## config.mk

```make
export PLATFORM = sky130hd
export DESIGN_NAME = aes_key_expand
export DESIGN_NICKNAME = d
export VERILOG_FILES = /design/src/rtl/aes_key_expand.sv
export SDC_FILE = /design/constraint.sdc
export NUM_CORES = 2
export LEC_CHECK = 0
export BUFFER_PORTS_ARGS = -buffer_cell sky130_fd_sc_hd__clkbuf_2
export CORE_MARGIN = 5
export CORE_UTILIZATION = 62
export DETAILED_ROUTE_END_ITERATION = 12
export GPL_TIMING_DRIVEN = 0
export PLACE_DENSITY = 0.81
export SETUP_SLACK_MARGIN = 0.3
export SYNTH_ARGS = -nofsm -noshare
export SYNTH_HDL_FRONTEND = slang
export SYNTH_HIERARCHICAL = 1
export SYNTH_SLANG_ARGS = --single-unit
```

## constraint.sdc

```tcl
create_clock -name clk -period 18.3 [get_ports clk]
set_input_delay 3.66 -clock clk [delete_from_list [all_inputs] [get_ports clk]]
set_output_delay 3.66 -clock clk [all_outputs]
set_load 0.01 [all_outputs]
```

## src/rtl/aes_key_expand.sv

```systemverilog
// AES-128 key schedule: one round key per clock for rounds 0..10, driven by an
// external round-constant source started on the same start pulse.

module aes_sbox (
    input  logic [7:0] in_i,
    output logic [7:0] out_o
);

    function automatic logic [7:0] xtime(input logic [7:0] a);
        return {a[6:0], 1'b0} ^ (a[7] ? 8'h1b : 8'h00);
    endfunction

    function automatic logic [7:0] gmul(input logic [7:0] a, input logic [7:0] b);
        logic [7:0] p;
        logic [7:0] s;
        p = 8'h00;
        s = a;
        for (int i = 0; i < 8; i++) begin
            if (b[i]) p = p ^ s;
            s = xtime(s);
        end
        return p;
    endfunction

    // Multiplicative inverse as x^254 = x^(2+4+...+128); maps 0 to 0 naturally.
    function automatic logic [7:0] ginv(input logic [7:0] x);
        logic [7:0] sq;
        logic [7:0] acc;
        sq  = x;
        acc = 8'h01;
        for (int i = 1; i < 8; i++) begin
            sq  = gmul(sq, sq);
            acc = gmul(acc, sq);
        end
        return acc;
    endfunction

    function automatic logic [7:0] rotl(input logic [7:0] x, input int n);
        return (x << n) | (x >> (8 - n));
    endfunction

    logic [7:0] inv;

    always_comb begin
        inv   = ginv(in_i);
        out_o = inv ^ rotl(inv, 1) ^ rotl(inv, 2) ^ rotl(inv, 3) ^ rotl(inv, 4) ^ 8'h63;
    end

endmodule

module aes_key_expand (
    input  logic         clk,
    input  logic         rst_n,
    input  logic         start,
    input  logic [127:0] key_in,
    input  logic [31:0]  rcon_in,
    output logic [127:0] round_key,
    output logic [3:0]   round_idx,
    output logic         key_valid,
    output logic         busy,
    output logic         done
);

    typedef enum logic {IDLE, RUN} state_t;

    localparam logic [3:0] LAST_ROUND = 4'd10;

    state_t       state_q, state_d;
    logic [127:0] key_q, key_d;
    logic [3:0]   idx_q, idx_d;
    logic         done_q, done_d;

    logic [31:0]  w0, w1, w2, w3;
    logic [31:0]  rot_w3, sub_w3, t;
    logic [31:0]  n0, n1, n2, n3;

    assign {w0, w1, w2, w3} = key_q;
    assign rot_w3 = {w3[23:0], w3[31:24]};

    for (genvar g = 0; g < 4; g++) begin : g_sbox
        aes_sbox u_sbox (
            .in_i  (rot_w3[8*g +: 8]),
            .out_o (sub_w3[8*g +: 8])
        );
    end

    assign t  = sub_w3 ^ rcon_in;
    assign n0 = w0 ^ t;
    assign n1 = w1 ^ n0;
    assign n2 = w2 ^ n1;
    assign n3 = w3 ^ n2;

    always_comb begin
        // NOTE: every next-state signal gets its hold value first, so no path
        // through this block can leave one unassigned and infer a latch.
        state_d = state_q;
        key_d   = key_q;
        idx_d   = idx_q;
        done_d  = 1'b0;

        if (start) begin
            state_d = RUN;
            key_d   = key_in;
            idx_d   = 4'd0;
        end else if (state_q == RUN) begin
            if (idx_q != LAST_ROUND) begin
                key_d  = {n0, n1, n2, n3};
                idx_d  = idx_q + 4'd1;
                done_d = (idx_q == LAST_ROUND - 4'd1);
            end else begin
                state_d = IDLE;
            end
        end
    end

    // NOTE: state registers use non-blocking assignments so every register
    // samples the pre-edge values, independent of statement order.
    always_ff @(posedge clk or negedge rst_n) begin
        if (!rst_n) begin
            state_q <= IDLE;
            key_q   <= '0;
            idx_q   <= '0;
            done_q  <= 1'b0;
        end else begin
            state_q <= state_d;
            key_q   <= key_d;
            idx_q   <= idx_d;
            done_q  <= done_d;
        end
    end

    assign round_key = key_q;
    assign round_idx = idx_q;
    assign key_valid = (state_q == RUN);
    assign busy      = (state_q == RUN);
    assign done      = done_q;

endmodule

```

==> results.cfg <==
[sta]
tightest_slew_ps = 1438
timing.final.crit_share_pct = 95.49
fmax_ghz = 0.05722
slew_viol_final = 0
grt_setup_unrepaired = yes
slew_headroom_pct = 3.456
setup-violations-final = 0
clock_skew_ps = 19.20
hold_viol = 0
period_needed_ps = 17480

[floorplanning]
core_area_sq_um = 112000
io_pins = 298
start_util_pct = 62.20
dieArea_sq_um = 119200
row_count = 123
die_w_um = 345.3
fp.dieH_um = 345.3

[logic_synthesis]
async_reset_ff_share_pct = 100.0
synth_common_cells = 1426 x xnor2_1, 1131 x nor2_1, 894 x nand2_1
syn_nets = 8839
yosysWarnings = 6
synth.top_cell.area_share_pct = 17.92
syn_inst = 8645
yosysMostFrequentCell = xnor2_1
avgSynthCellArea_sq_um = 8.061
synth_area_leaders = xnor2_1 18%, xnor3_1 12%, nor2_1 6.1%
synth_top_cell_by_area = xnor2_1
ys_ff_latch = 134
dominantRegCellSynth = dfrtp_1
synth_edf_count = 0
seq_area_frac_synth_pct = 4.812
synth_area_sq_um = 69690
netlist-cell-type-count = 115

[final_layout]
fillers = 9476
fin_util_pct = 67.58
drive_gt1_share_pct = 15.75
synthToLayoutAreaGrowth_pct = 8.656
fin_nets = 9212

[worst_setup_path]
arrival_ps = 17830
cp_slowest_cell = nor4_1
rr_startpoint = round_key[15]$_DFFE_PN0P_
crit_path_max_incr_delay_ps = 540
cp_data_required_time_ps = 18660
critPathMaxFanout = 10
crit_path_end_kind = flip-flop
start_kind = flip-flop
r2r_setup_slack_ps = 820
worstSetupPathType = reg2reg
reg2regPathDepth = 58
cp_common_cell = xnor3_1
timing.rr.end = round_key[21]$_DFFE_PN0P_

[cts]
insertion_delay_ps = 460
ctsLongestPathBuffers = 2
cts-root-buf = clkbuf_16
clk_pin_slew_worst_paths_ps = 70
cts_buffers = 17
clock-sinks = 134
htree_levels = 4
cts_hold_buf = 0
tritoncts = built

[worst_hold_path]
holdPathEnd = round_key[39]$_DFFE_PN0P_
hp-start = round_key[39]$_DFFE_PN0P_
holdPathStages = 2
hold_path_class = reg2reg

[detailed_routing]
totalWireLength_um = 244700
drt_iter0_drc = 8750
vias = 68890
wl_per_cell_um = 23.23
drcViolationCount = 0
ant_nets = 0
dr.pass1.iters = 7
viasPerCell = 6.539

[global_route]
grt_max_degree = 105
grt_pass1_vias = 63690
grt_pass1_wl_um = 372400
antenna_found_initial = 9
grt_use_total_pct = 38.32
grt_overflow = 0

[placement]
place_hpwl_um = 188000
port-buffer-count = 296
gp_congestion = 1.028

[job]
maxCapViolCount = 0

[status]
status = finished clean
## cell usage in the layout, fill, tap and decap left out, types with 96 or more instances in the layout
cell,n
mux2i_1,231
clkbuf_1,273
clkbuf_2,345
o21ai_0,278
nor2_1,1130
xnor2_2,246
xnor3_1,372
nand2_1,891
a31oi_1,96
nand3_1,234
a21oi_1,318
o21ai_1,98
xnor2_1,1350
o22ai_1,108
nand2b_1,96
buf_4,106
xor2_1,410
buf_2,141
dfrtp_1,128
nor3_1,208
## registers in the layout, summed over array words and instances (netlist names)
register,count
done,1
round_key,128
round_idx,4
busy,1
## cell type report
type	instances	area [sq um]	area share (%)
Multi-Input combinational cell	7822	64630	85.36
Sequential cell	134	3366	4.445
Buffer	601	3024	3.994
Timing Repair Buffer	354	1946	2.570
Tap cell	1500	1877	2.479
Clock buffer	18	429.2	0.5668
Inverter	88	330.3	0.4362
Clock inverter	13	101.3	0.1338
Antenna cell	5	12.51	0.01652
## worst max-delay path: cells and delay by family, from the launching register on
| kind | cells | cell delay (ps) |
|---|---|---|
| mux | 5 | 1170 |
| simple gates | 11 | 2960 |
| compound gates | 13 | 3630 |
| fa+ha+maj | 3 | 1110 |
| buf+inv | 10 | 2250 |
| flops | 1 | 480 |
| xor+xnor | 16 | 5760 |
## kinds of logic (layout without fill, tap and decap cells)
family | Yosys count | count (layout) | share of synthesized area, %
xor+xnor | 2672 | 2672 | 48.02
buf+inv | 689 | 1074 | 4.699
other cells | 0 | 5 | 0
compound gates | 1667 | 1667 | 16.45
fa+ha+maj | 35 | 35 | 0.6140
flops | 134 | 134 | 4.812
simple gates | 3142 | 3142 | 20.75
mux | 306 | 306 | 4.657
## worst max path at each step
stage                                    from                        end  depth (start not counted)
floorplan           round_key[23]$_DFFE_PN0P_  round_key[25]$_DFFE_PN0P_                         60
finish              round_key[15]$_DFFE_PN0P_  round_key[21]$_DFFE_PN0P_                         58
CTS                 round_key[15]$_DFFE_PN0P_  round_key[21]$_DFFE_PN0P_                         58
detailed placement  round_key[31]$_DFFE_PN0P_   round_key[1]$_DFFE_PN0P_                         59
global placement     round_key[7]$_DFFE_PN0P_   round_key[9]$_DFFE_PN0P_                         60
global route        round_key[23]$_DFFE_PN0P_  round_key[24]$_DFFE_PN0P_                         59
## repair_timing
item / 4_1_cts / 5_1_grt
endpoints found under the setup margin: 128 / 128
resized for setup: 81 / 241
pin swaps: 8 / 20
buffers inserted: 10 / 47
## per-stage QoR
step	worst slack [ps]	hold WS (ps)	setup TNS (ps)	std cells	area [sq um]
after floorplan	2672	604.4	0	8645	69690
after global placement	-1019	579.2	-52610	10440	73050
after detailed placement	-1339	591.1	-88140	10440	73080
after CTS	300.9	602.1	0	10480	74220
after global routing	158.3	645.0	0	10530	75710
final	824.8	604.5	0	10540	75720
## metal layers
| metal | wire length [um] | global-route usage, % | vias to the layer above |
|---|---|---|---|
| met3 | 29330 | 8.944 | 699 |
| met1 | 96170 | 51.77 | 32980 |
| met2 | 107300 | 59.19 | 4272 |
| met5 | 0 | 0 | - |
| li1 | - | - | 30940 |
| met4 | 11930 | 15.87 | 0 |
Power is not shown: default switching activity piles up to over one toggle a cycle in this logic, so the estimate is an artifact.
